`src/rtl/data_bus_arbiter_pkg.sv`:
```
// Shared definitions for the MEM-stage data bus arbiter.
// Contents: bus owner encoding, bus width, default peripheral address nibble,
// and the address-space selection helper used by the decoder.
package data_bus_arbiter_pkg;

  localparam int BUS_W = 32;

  // Upper address nibble that selects the peripheral space by default.
  localparam logic [3:0] PER_NIB_DEF = 4'h4;

  typedef enum logic {
    OWN_CPU = 1'b0,
    OWN_DMA = 1'b1
  } owner_t;

  // True when the top address nibble selects the peripheral space.
  function automatic logic per_space(input logic [3:0] addr_nib, input logic [3:0] sel_nib);
    return (addr_nib == sel_nib);
  endfunction

endpackage

```
`src/rtl/data_bus_arbiter_bus_addr_decode.sv`:
```
// Address decoder for the shared data bus.
// Routes the bus read/write strobes to either DataMem or the Peripheral
// block, based on the top address nibble. Only one target ever sees a strobe.
// Ports:
//   addr_nib  in  4  bus address bits [31:28]
//   rd, wr    in  1  bus read / write strobes from the current owner
//   mem_rd/mem_wr out 1  DataMem strobes
//   per_rd/per_wr out 1  Peripheral strobes
//   per_sel   out 1  access targets peripheral space (drives the read mux)
module bus_addr_decode
  import data_bus_arbiter_pkg::*;
#(
  parameter logic [3:0] PER_NIB = PER_NIB_DEF
) (
  input  logic [3:0] addr_nib,
  input  logic       rd,
  input  logic       wr,
  output logic       mem_rd,
  output logic       mem_wr,
  output logic       per_rd,
  output logic       per_wr,
  output logic       per_sel
);

  // Steer strobes to exactly one target space.
  always_comb begin
    mem_rd  = 1'b0;
    mem_wr  = 1'b0;
    per_rd  = 1'b0;
    per_wr  = 1'b0;
    per_sel = per_space(addr_nib, PER_NIB);
    if (per_sel) begin
      per_rd = rd;
      per_wr = wr;
    end else begin
      mem_rd = rd;
      mem_wr = wr;
    end
  end

endmodule

```
`src/rtl/data_bus_arbiter.sv`:
```
// Data bus arbiter between the pipeline CPU MEM stage and a DMA master.
// A registered owner FSM picks who drives the shared DataMem/Peripheral bus.
// The CPU has priority, but a waiting DMA is force-granted after STARVE_MAX
// CPU cycles, and a DMA burst is cut after MAX_BURST beats while the CPU waits.
// While the DMA owns the bus, a CPU access is stalled and issues no strobes.
// Ports:
//   clk, reset              clock, synchronous active-high reset
//   cpu_rd/cpu_wr/cpu_addr/cpu_wdata  CPU MEM-stage access
//   cpu_rdata, cpu_stall    read data to MEM/WB, pipeline freeze
//   dma_req/dma_wr/dma_addr/dma_wdata DMA beat request
//   dma_gnt, dma_rdata      beat completes when dma_req & dma_gnt, read data
//   mem_rd/mem_wr, per_rd/per_wr      target strobes
//   bus_addr, bus_wdata     shared address / write data
//   mem_rdata, per_rdata    combinational read data from the targets
module data_bus_arbiter
  import data_bus_arbiter_pkg::*;
#(
  parameter int         STARVE_MAX = 4,
  parameter int         MAX_BURST  = 8,
  parameter logic [3:0] PER_NIB    = PER_NIB_DEF
) (
  input  logic             clk,
  input  logic             reset,
  input  logic             cpu_rd,
  input  logic             cpu_wr,
  input  logic [BUS_W-1:0] cpu_addr,
  input  logic [BUS_W-1:0] cpu_wdata,
  output logic [BUS_W-1:0] cpu_rdata,
  output logic             cpu_stall,
  input  logic             dma_req,
  input  logic             dma_wr,
  input  logic [BUS_W-1:0] dma_addr,
  input  logic [BUS_W-1:0] dma_wdata,
  output logic             dma_gnt,
  output logic [BUS_W-1:0] dma_rdata,
  output logic             mem_rd,
  output logic             mem_wr,
  output logic             per_rd,
  output logic             per_wr,
  output logic [BUS_W-1:0] bus_addr,
  output logic [BUS_W-1:0] bus_wdata,
  input  logic [BUS_W-1:0] mem_rdata,
  input  logic [BUS_W-1:0] per_rdata
);

  localparam logic [3:0] STARVE_LIM = 4'(STARVE_MAX);
  localparam logic [3:0] BURST_LAST = 4'(MAX_BURST - 1);

  owner_t           owner;
  logic [3:0]       starve_cnt;
  logic [3:0]       beat_cnt;
  logic             cpu_acc;
  logic             bus_rd;
  logic             bus_wr;
  logic             per_sel;
  logic [BUS_W-1:0] rd_mux;

  assign cpu_acc   = cpu_rd | cpu_wr;
  assign dma_gnt   = (owner == OWN_DMA) & dma_req;
  assign cpu_stall = (owner == OWN_DMA) & cpu_acc;

  // Bus source mux: the registered owner drives address, data and strobes.
  // A DMA owner without a request (release cycle) issues no strobes.
  always_comb begin
    bus_addr  = cpu_addr;
    bus_wdata = cpu_wdata;
    bus_rd    = cpu_rd;
    bus_wr    = cpu_wr;
    if (owner == OWN_DMA) begin
      bus_addr  = dma_addr;
      bus_wdata = dma_wdata;
      bus_rd    = dma_req & ~dma_wr;
      bus_wr    = dma_req & dma_wr;
    end else begin
      bus_addr  = cpu_addr;
      bus_wdata = cpu_wdata;
      bus_rd    = cpu_rd;
      bus_wr    = cpu_wr;
    end
  end

  bus_addr_decode #(
    .PER_NIB (PER_NIB)
  ) u_decode (
    .addr_nib (bus_addr[31:28]),
    .rd       (bus_rd),
    .wr       (bus_wr),
    .mem_rd   (mem_rd),
    .mem_wr   (mem_wr),
    .per_rd   (per_rd),
    .per_wr   (per_wr),
    .per_sel  (per_sel)
  );

  // Read data return: zero-latency mux to the owner, zero to the other side.
  always_comb begin
    rd_mux    = per_sel ? per_rdata : mem_rdata;
    cpu_rdata = {BUS_W{1'b0}};
    dma_rdata = {BUS_W{1'b0}};
    if (owner == OWN_CPU) begin
      cpu_rdata = rd_mux;
    end else begin
      dma_rdata = rd_mux;
    end
  end

  // Owner FSM with DMA starvation counter and burst beat counter.
  always_ff @(posedge clk) begin
    if (reset) begin
      owner      <= OWN_CPU;
      starve_cnt <= 4'd0;
      beat_cnt   <= 4'd0;
    end else begin
      case (owner)
        OWN_CPU: begin
          beat_cnt <= 4'd0;
          if (dma_req) begin
            if (cpu_acc && (starve_cnt < STARVE_LIM)) begin
              starve_cnt <= starve_cnt + 4'd1;
            end else begin
              owner      <= OWN_DMA;
              starve_cnt <= 4'd0;
            end
          end else begin
            starve_cnt <= 4'd0;
          end
        end
        OWN_DMA: begin
          starve_cnt <= 4'd0;
          // A dropped request and a burst-limit hit both return to the CPU;
          // the request drop is checked first so there is one transition.
          if (!dma_req) begin
            owner    <= OWN_CPU;
            beat_cnt <= 4'd0;
          end else if (cpu_acc && (beat_cnt >= BURST_LAST)) begin
            owner    <= OWN_CPU;
            beat_cnt <= 4'd0;
          end else if (beat_cnt < BURST_LAST) begin
            beat_cnt <= beat_cnt + 4'd1;
          end else begin
            // CPU idle: the burst limit does not apply, count saturates.
            beat_cnt <= beat_cnt;
          end
        end
        default: begin
          owner      <= OWN_CPU;
          starve_cnt <= 4'd0;
          beat_cnt   <= 4'd0;
        end
      endcase
    end
  end

endmodule
```
`config.mk`:
```
export PLATFORM = sky130hd
export DESIGN_NAME = data_bus_arbiter
export DESIGN_NICKNAME = d
export VERILOG_FILES = /design/src/rtl/data_bus_arbiter_pkg.sv /design/src/rtl/data_bus_arbiter_bus_addr_decode.sv /design/src/rtl/data_bus_arbiter.sv
export SDC_FILE = /design/constraint.sdc
export NUM_CORES = 1
export LEC_CHECK = 0
export ABC_AREA = 1
export BUFFER_PORTS_ARGS = -buffer_cell sky130_fd_sc_hd__buf_2
export CAP_MARGIN = 40
export CORE_AREA = 5 5 125 127
export CTS_BUF_LIST = sky130_fd_sc_hd__clkbuf_4 sky130_fd_sc_hd__clkbuf_8 sky130_fd_sc_hd__clkbuf_16
export CTS_CLUSTER_DIAMETER = 50
export DETAILED_ROUTE_END_ITERATION = 10
export DIE_AREA = 0 0 130 132
export SYNTH_ARGS = -nofsm -noshare
export SYNTH_HDL_FRONTEND = slang
export SYNTH_SLANG_ARGS = --single-unit
export TNS_END_PERCENT = 5
```
`constraint.sdc`:
```
create_clock -name clk -period 1.4 [get_ports clk]
set_clock_uncertainty 0.15 [all_clocks]
set_input_delay 0 -clock clk [delete_from_list [all_inputs] [get_ports clk]]
set_output_delay 0 -clock clk [all_outputs]
set_load 0.05 [all_outputs]
```
======== Word-level counts from Yosys, hierarchy flattened ========
Cells that the tools add are included.
cells by class
  add/subtract/negate cells ............... 2
  $lt $le $gt $ge ......................... 3
  eq/ne operators ......................... 2
  mux-type cells .......................... 23
  bitwise operators ....................... 7
  reduce and logical (&&, ||, !) cells .... 2
operators by type and width
  cell                   number
  $mux W32               5
  $mux W4                5
  $pmux W4 S2            2
  $mux W1                10
  $add A4 B1 Y4 const B  2
  $lt A4 B3 Y1 const B   2
  $and A1 B1 Y1          4
  $eq A4 B3 Y1 const B   1
  $ge A4 B3 Y1 const B   1
  $ne A4 B2 Y1 const B   1
  $logic_and A1 B1 Y1    2
  $not A1 Y1             2
  $pmux W1 S2            1
  $or A1 B1 Y1           1
storage, ports and cells
  bits in registers ....................... 9
  input port bits ......................... 198
  output and inout bits ................... 134
  logic and storage cells ................. 42

======== Logic depth before layout (Yosys ltp) ========
Gate-level depths: netlist (run 1).
  word-level depth ........................ 5
  mapped depth ............................ 10
  depth with buffers taken out ............ 8

======== Cells and area by module ========
From an unflattened synthesis (run 1), not the netlist that was laid out.
second synthesis, totals
  cells, all modules ...................... 380
  area, all modules ....................... 1899.3 um2
modules (own cells, without submodules)
  module            times used  cells an instance  area an instance (um2)  sequential area each (um2)
  data_bus_arbiter  1           369                1848.0                  180.2
  bus_addr_decode   1           11                 51.3                    0.0

======== Worst setup path before layout (run 1) ========
No wires, ideal clock.
  path type ............................... flip-flop to output port
  start ................................... register owner
  end ..................................... output cpu_rdata[15]
  arrival time ............................ 1.954 ns
  required time ........................... 1.250 ns
  slack ................................... -0.704 ns
  stages on the path, launching flop included .. 11
  buffers on the path ..................... 2
  cells stage by stage .................... dfxtp_1 buf_4 inv_4 nand2_2 nand2_2 nor2_4 nand2_4 buf_6 nand2_1 nand2_1 nor2_1
between the ends
  longest elaborated chain between the ends .. 4
RTL lines
  item                    line                        text
  start, declared         data_bus_arbiter.sv:49      owner_t owner;
  start signal, assigned  data_bus_arbiter.sv:110     owner <= OWN_CPU;
  start signal, assigned  data_bus_arbiter.sv:121     owner <= OWN_DMA;
  start signal, assigned  data_bus_arbiter.sv:133     owner <= OWN_CPU;
  $mux W32                data_bus_arbiter.sv:69      if (owner == OWN_DMA) begin
  net bus_addr[29]        data_bus_arbiter.sv:40      output logic [BUS_W-1:0] bus_addr,
  $eq A4 B3 Y1            data_bus_arbiter_pkg.sv:18  return (addr_nib == sel_nib);
  $mux W32                data_bus_arbiter.sv:97      rd_mux = per_sel ? per_rdata : mem_rdata;
  $mux W32                data_bus_arbiter.sv:100     if (owner == OWN_CPU) begin
  end, declared           data_bus_arbiter.sv:28      output logic [BUS_W-1:0] cpu_rdata,
The timed path passes the listed nets, and every way through them passes these cells.

======== Worst setup path in the final report (run 1) ========
  start ................................... register owner
  end ..................................... output cpu_rdata[10]
between the ends
  longest elaborated chain between the ends .. 4
RTL lines
  item          line
  $mux W32      data_bus_arbiter.sv:69
  $eq A4 B3 Y1  data_bus_arbiter_pkg.sv:18
  $mux W32      data_bus_arbiter.sv:97
  $mux W32 *    data_bus_arbiter.sv:100
Mark *: on every way between the ends. The rest lies on a longest branch, timed or not.

==> flow_summary_export.csv, run 1 <==
group,metric,value,unit
outcome,outcome,"finished with violations",
outcome,failed_checks,"negative setup slack",
critical_path,path_max_fanout,25,
critical_path,critPathLaunchType,"flop",
detailed_routing,wl_met1,5.07,mm
layout,area.growth.synth_to_final,176,%
power,vdd_ir_drop_max,0.340,mV
logic_synthesis,netlist_area,2210,µm²
critical_path,r2r-start,"owner",
layout,final_util,42.6,%
power,swShare,53.7,%
global_route,track_usage,13.7,%
cts,insertion_delay,0.23,ns
power,total_power,4.01,mW
critical_path,critPathKind,"reg2out",
power,p_switching,2.16,mW
critical_path,r2r_setup_slack,-0.22,ns
global_route,antenna_found_initial,1,
run,drv_cap,0,
critical_path,required,1.25,ns
logic_synthesis,syn_nets,707,
timing,worst_slack,-0.526,ns
placed_design,place_hpwl,10.5,mm
power,power_frac_seq,6.8,%
placed_design,pre_cts_slack,-0.527,ns
cts,clockRootBuffer,"clkbuf_16",
logic_synthesis,async_flop_share,0,%
timing,period_needed,1.93,ns
logic_synthesis,ys_ff_latch,9,
floorplanning,ios,332,
power,leakage,3.43,nW
floorplanning,die_area,17200,µm²
placed_design,finalWeightedCongestion,0.815,
detailed_routing,drt_iter0_drc,119,
critical_path,end_kind,"output pin",
logic_synthesis,yosys-top-cells-area,"nand2_1, nor2_1, inv_1",
detailed_routing,wl_met2,7.69,mm
layout,n_antenna_cell,0,
global_route,grt_pass1_wl,19.6,mm
logic_synthesis,ys.flop_type,"dfxtp_1",
logic_synthesis,yosys_warnings,0,
critical_path,ff2ff_path_depth,7,
timing,slew_headroom,56.0,%
critical_path,r2r-end,"beat_cnt[2]",
detailed_routing,num_vias,4237,
layout,final_layout_size_suffix_gt1_share,60.3,%
placed_design,io_buffer_count,331,
detailed_routing,routed.top_layer,"met5",
detailed_routing,via_per_inst,4.12,
logic_synthesis,synth_edf_count,0,
global_route,grt_pass1_vias,3903,
layout,n_fill_cell,1456,
power,clock_power_share,12.8,%
timing,rsz0062_at_grt,"true",
timing,hold_violations,0,
floorplanning,die_h,132,µm
detailed_routing,wl_met3,1.13,mm
timing,setup_viol,134,
logic_synthesis,ys_types,25,
logic_synthesis,netlist_instances,507,
detailed_routing,dr.pass1.iters,4,
layout,fin_nets,1045,
cts,cts.clk_slew.worst_paths,0.04,ns
critical_path,cp.arrival,1.78,ns
logic_synthesis,yosysMostFrequentCell,"nand2_1",
floorplanning,die_w,130,µm
cts,clockBufferDepth,2,
detailed_routing,remaining_drc_errors,0,
power,combinationalPowerShare,80.5,%
timing,worstMarginPinSlew,0.659,ns
timing,maxSlewViolCount,0,
logic_synthesis,ys_seq_area_share,8.14,%
cts,cts_tree,"yes",
logic_synthesis,syn_avg_cell_area,4.36,µm²
cts,cts_inserted_buffers,3,
worst_hold_path,holdCritPathClass,"in2reg",
logic_synthesis,netlist_top_cells_count,"nand2_1, nor2_1, inv_1",
worst_hold_path,min-delay-start,"cpu_rd",
cts,clock-sinks,9,
worst_hold_path,hold_depth,4,
logic_synthesis,synth_top_area_share,43.6,%
cts,htree_levels,1,
floorplanning,rows,44,
detailed_routing,ant_nets,0,
global_route,gr-total-overflow,0,
power,internal-power,1.86,mW
detailed_routing,wl_per_cell,13.9,µm
worst_hold_path,whs_endpoint,"beat_cnt[1]",
timing,fin_crit_sh,138,%
floorplanning,coreArea,14300,µm²
power,p_per_area,658,nW/µm²
floorplanning,start_util,15.5,%
timing,fmax,0.519,GHz
logic_synthesis,yosysTopAreaCell,"nand2_1",
global_route,grt_max_degree,53,
detailed_routing,wirelength,14.3,mm
[sequential cells by signal, indices dropped and copies added, names as in the netlist]
name        flops
owner           1
starve_cnt      4
beat_cnt        4
[worst max-delay path, cell delays in order (launching register included)]
cell     delay (ns)
dfxtp_4        0.41
inv_8          0.07
nand2_4        0.07
nand2_4        0.05
nor2_4         0.17
nand2_4        0.09
buf_12         0.16
nand2_1        0.12
nand2_4        0.10
nor2_4         0.13
buf_8          0.16
[power by group through the flow]
stage | sequential, mW | combinational [mW] | clock (mW)
floorplan | 0.270 | 1.88 | 0
finish | 0.271 | 3.23 | 0.512
global placement | 0.274 | 2.61 | 0
CTS | 0.271 | 3.02 | 0.518
global route | 0.272 | 3.40 | 0.538
detailed placement | 0.274 | 2.61 | 0
[area by class of cell]
cell class	instances	area (µm²)	area share (%)
tap	184	230	3.77
inverter	75	292	4.78
sequential	9	184	3.01
timing repair buffer	363	2880	47.2
multi-input combinational	393	2440	39.9
clock buffer	4	82.6	1.35
[how the worst max path moves through the flow]
stage          startpoint            end  slack (ns)  cells past startpoint
2_1_floorplan       owner  cpu_rdata[15]       -0.28                     10
5_1_grt             owner   cpu_rdata[6]       -0.60                     10
3_5_place_dp        owner  cpu_rdata[17]       -0.53                      9
4_1_cts             owner  cpu_rdata[11]       -0.52                     10
3_3_place_gp        owner  cpu_rdata[17]       -0.51                      9
6_report            owner  cpu_rdata[10]       -0.53                     10
[logic make-up after synthesis]
| logic type | after synthesis | synth area share (%) |
|---|---|---|
| other | 1 | 0.170 |
| buffers and inverters | 105 | 19.5 |
| AND/OR/NAND/NOR | 382 | 69.1 |
| AO/OA/AOI/OAI | 8 | 1.92 |
| adder cells (fa/ha/maj) | 2 | 1.13 |
| flip-flops | 9 | 8.14 |
[layer usage]
metal | global-route usage (%) | vias up
li1 | - | 2156
met4 | 2.77 | 2
met3 | 2.71 | 31
met5 | 0 | -
met1 | 15.4 | 1836
met2 | 26.3 | 212
[cell usage in the layout, fill, tap and decap left out, types with 3 or more instances in the layout]
cell and count:
nand2_1 211, nand2_2 29, a21oi_1 5, buf_6 55, nand3_2 17, nor2_4 66, nand2_4 20, nor2_2 4
buf_2 199, nand2_8 3, nor2_1 8, nor4_1 3, nand3_1 17, buf_8 34, clkbuf_16 6, buf_4 60
inv_1 73, dfxtp_1 8, buf_12 9
[metrics by stage]
step / instance area, µm² / hold WS (ns) / std cells / TNS [ns]
floorplan: 2840 / -0.0809 / 507 / -23.74
global placement: 4810 / 0.101 / 1013 / -32.06
CTS: 5700 / 0.0179 / 1021 / -45.94
detailed placement: 4810 / 0.104 / 1013 / -34.60
global route: 6100 / 0.0688 / 1028 / -56.14
finish: 6100 / 0.0299 / 1028 / -45.54
[repair_timing]
item | in CTS | in global routing
resized for setup | 248 | 65
pin swaps | 7 | 28
hold buffers | 2 | 0
cloned | 0 | 5
setup buffers | 2 | 2
setup endpoints to repair | 135 | 135
endpoints found under the hold margin | 7 | 0
Note: power is estimated with default switching activity, not from simulation.
==> run 2: changes to the inputs <==
--- a/config.mk
+++ b/config.mk
@@ -5,14 +5,13 @@
 export SDC_FILE = /design/constraint.sdc
 export NUM_CORES = 1
 export LEC_CHECK = 0
-export ABC_AREA = 1
 export BUFFER_PORTS_ARGS = -buffer_cell sky130_fd_sc_hd__buf_2
 export CAP_MARGIN = 40
-export CORE_AREA = 5 5 125 127
+export CORE_AREA = 5 5 126 128
 export CTS_BUF_LIST = sky130_fd_sc_hd__clkbuf_4 sky130_fd_sc_hd__clkbuf_8 sky130_fd_sc_hd__clkbuf_16
 export CTS_CLUSTER_DIAMETER = 50
 export DETAILED_ROUTE_END_ITERATION = 10
-export DIE_AREA = 0 0 130 132
+export DIE_AREA = 0 0 131 133
 export SYNTH_ARGS = -nofsm -noshare
 export SYNTH_HDL_FRONTEND = slang
 export SYNTH_SLANG_ARGS = --single-unit
==> flow_summary_export.csv, run 2 <==
group,metric,value,unit
outcome,outcome,"finished with violations",
outcome,failed_checks,"negative setup slack",
timing,hold_violations,0,
floorplanning,rows,45,
detailed_routing,wl_per_cell,17.4,µm
critical_path,r2r_setup_slack,-0.04,ns
global_route,gr-total-overflow,0,
critical_path,path_max_fanout,17,
critical_path,crit_path_max_incr_delay,0.33,ns
logic_synthesis,yosysTopAreaCell,"mux2_2",
logic_synthesis,yosys-top-cells-area,"mux2_2, o211ai_1, mux2i_1",
cts,cts.clk_slew.worst_paths,0.04,ns
timing,slew_headroom,55.5,%
critical_path,critPathLaunchType,"flop",
cts,clockRootBuffer,"clkbuf_16",
placed_design,finalWeightedCongestion,0.814,
timing,setup_viol,135,
placed_design,placed_area,5110,µm²
critical_path,critPathKind,"reg2out",
layout,area.growth.synth_to_final,146,%
floorplanning,ios,332,
cts,clock-sinks,9,
logic_synthesis,netlist_instances,322,
detailed_routing,dr.pass1.iters,4,
detailed_routing,wirelength,14.9,mm
power,p_per_area,571,nW/µm²
logic_synthesis,synth_edf_count,0,
logic_synthesis,synth_top_area_share,29.6,%
floorplanning,coreArea,14800,µm²
layout,mostFrequentLayoutCell,"buf_2",
global_route,grt_pass1_vias,4049,
critical_path,end_kind,"output pin",
logic_synthesis,ys.flop_type,"dfxtp_1",
detailed_routing,remaining_drc_errors,0,
timing,fmax,0.546,GHz
layout,multiInputGateArea,2660,µm²
timing,worst_slack,-0.433,ns
logic_synthesis,async_flop_share,0,%
detailed_routing,ant_nets,0,
power,leakage,2.75,nW
layout,final_cell_area,5810,µm²
critical_path,cp.arrival,1.68,ns
worst_hold_path,holdCritPathClass,"in2reg",
timing,period_needed,1.83,ns
critical_path,crit_family,"buffers and inverters",
logic_synthesis,yosysMostFrequentCell,"mux2_2",
floorplanning,die_area,17400,µm²
detailed_routing,via_per_inst,4.47,
timing,maxSlewViolCount,0,
critical_path,cp_num_buf_inv,4,
critical_path,critPathSlowestCell,"dfxtp_4",
logic_synthesis,ys_seq_area_share,7.64,%
cts,cts_inserted_buffers,3,
layout,fin_cells,858,
logic_synthesis,netlist_top_cells_count,"mux2_2, nand2_1, o211ai_1",
placed_design,io_buffer_count,331,
critical_path,required,1.25,ns
cts,insertion_delay,0.23,ns
cts,cts_tree,"yes",
cts,clockBufferDepth,2,
run,drv_cap,0,
cts,htree_levels,1,
logic_synthesis,ys_types,35,
floorplanning,start_util,16.0,%
floorplanning,die_h,133,µm
timing,fin_crit_sh,131,%
global_route,track_usage,15.4,%
logic_synthesis,netlist_area,2360,µm²
floorplanning,die_w,131,µm
logic_synthesis,syn_avg_cell_area,7.32,µm²
logic_synthesis,ys_ff_latch,9,
layout,area.sequential,184,µm²
detailed_routing,num_vias,3839,
detailed_routing,drt_iter0_drc,72,
timing,tns,-43.84,ns
layout,fin_nets,870,
global_route,grt_max_degree,54,
logic_synthesis,yosys_warnings,0,
layout,layout_common_cells,"buf_2, mux2_2, buf_6",
global_route,grt_pass1_wl,21.4,mm
placed_design,place_hpwl,12.4,mm
critical_path,path_cells,"buf_8, nor4b_4, buf_4, nand2_4, buf_12, a21oi_4, buf_6",
layout,n_fill_cell,1466,
power,vdd_ir_drop_max,0.419,mV
timing,rsz0062_at_grt,"true",
layout,final_layout_size_suffix_gt1_share,77.9,%
layout,top_regs,"beat_cnt x4, starve_cnt x4, owner x1",
logic_synthesis,syn_nets,522,
global_route,antenna_found_initial,8,
placed_design,dp.cells,846,
timing,worstMarginPinSlew,0.662,ns
==> run 2: changes by cell type in the layout (fill, tap and decap cells not counted), sizes merged, moves of 3 or more <==
| cell | change |
|---|---|
| nor3 | +3 |
| and2 | +3 |
| nand2 | -216 |
| nand3 | -23 |
| nand3b | +8 |
| nand2b | +4 |
| mux2 | +62 |
| o211ai | +32 |
| mux2i | +23 |
| buf | +11 |
| inv | -50 |
| o21ai | +33 |
| nor2 | -73 |
==> run 2: metrics by stage <==
step	utilization (%)	worst slack [ns]	hold slack (ns)	power, mW
global route	39.4	-0.495	0.107	3.46
detailed placement	34.6	-0.407	0.188	2.58
global placement	34.6	-0.382	0.184	2.57
CTS	38.2	-0.431	0.0553	3.28
finish	39.4	-0.433	0.0524	3.32
floorplan	-	-0.225	0.0309	1.88
==> run 2: per-layer routing <==
layer	GRT usage [%]	part of all wire (%)	routed length, µm	up-vias
li1	-	-	-	1854
met1	17.1	37	5590	1776
met2	28.3	51	7660	161
met3	4.72	8.9	1320	34
met4	3.43	1.8	274	14
met5	0	0.59	88	-
==> run 2: area by class of cell <==
type	count	area share, %
tap	188	4.05
timing repair buffer	373	43.9
inverter	27	1.74
antenna	1	0.0430
multi-input combinational	256	45.7
clock buffer	4	1.42
sequential	9	3.16
==> run 2: path summary, 6_finish.rpt <==
check,start,endpoint,cells past startpoint
worst max-delay path,owner,per_rd,7
worst min-delay path,cpu_rd,beat_cnt[2],4
worst max register to register,owner,starve_cnt[1],4
worst min register to register,starve_cnt[0],starve_cnt[0],1
==> run 2: cells by family (layout without fill, tap and decap cells) <==
family	count (synthesis)	in the layout	synth area share, %
other cells	1	2	0.159
mux	85	85	39.4
compound gates	78	78	21.0
flops	9	9	7.64
buf+inv	57	404	11.2
fa+ha+maj	2	2	1.06
simple gates	90	90	19.5
==> run 2: power breakdown <==
| part | total [mW] | leakage [nW] | internal, mW | switching, mW |
|---|---|---|---|---|
| Combinational | 2.53 | 2.64 | 0.921 | 1.61 |
| Sequential | 0.264 | 0.0739 | 0.262 | 0.00244 |
| Clock | 0.523 | 0.0416 | 0.400 | 0.123 |
==> run 2: worst min-delay path: stages <==
cell,delay [ns]
buf_2,0.12
o22ai_1,0.11
a22oi_1,0.10
nor2_1,0.07
==> run 2: timing repair <==
action,4_1_cts,5_1_grt
buffers inserted,2,2
pin swaps,2,6
gates resized for setup,127,40
endpoints found under the hold margin,3,0
gates cloned,0,1
setup endpoints to repair,137,138
hold buffers,2,0
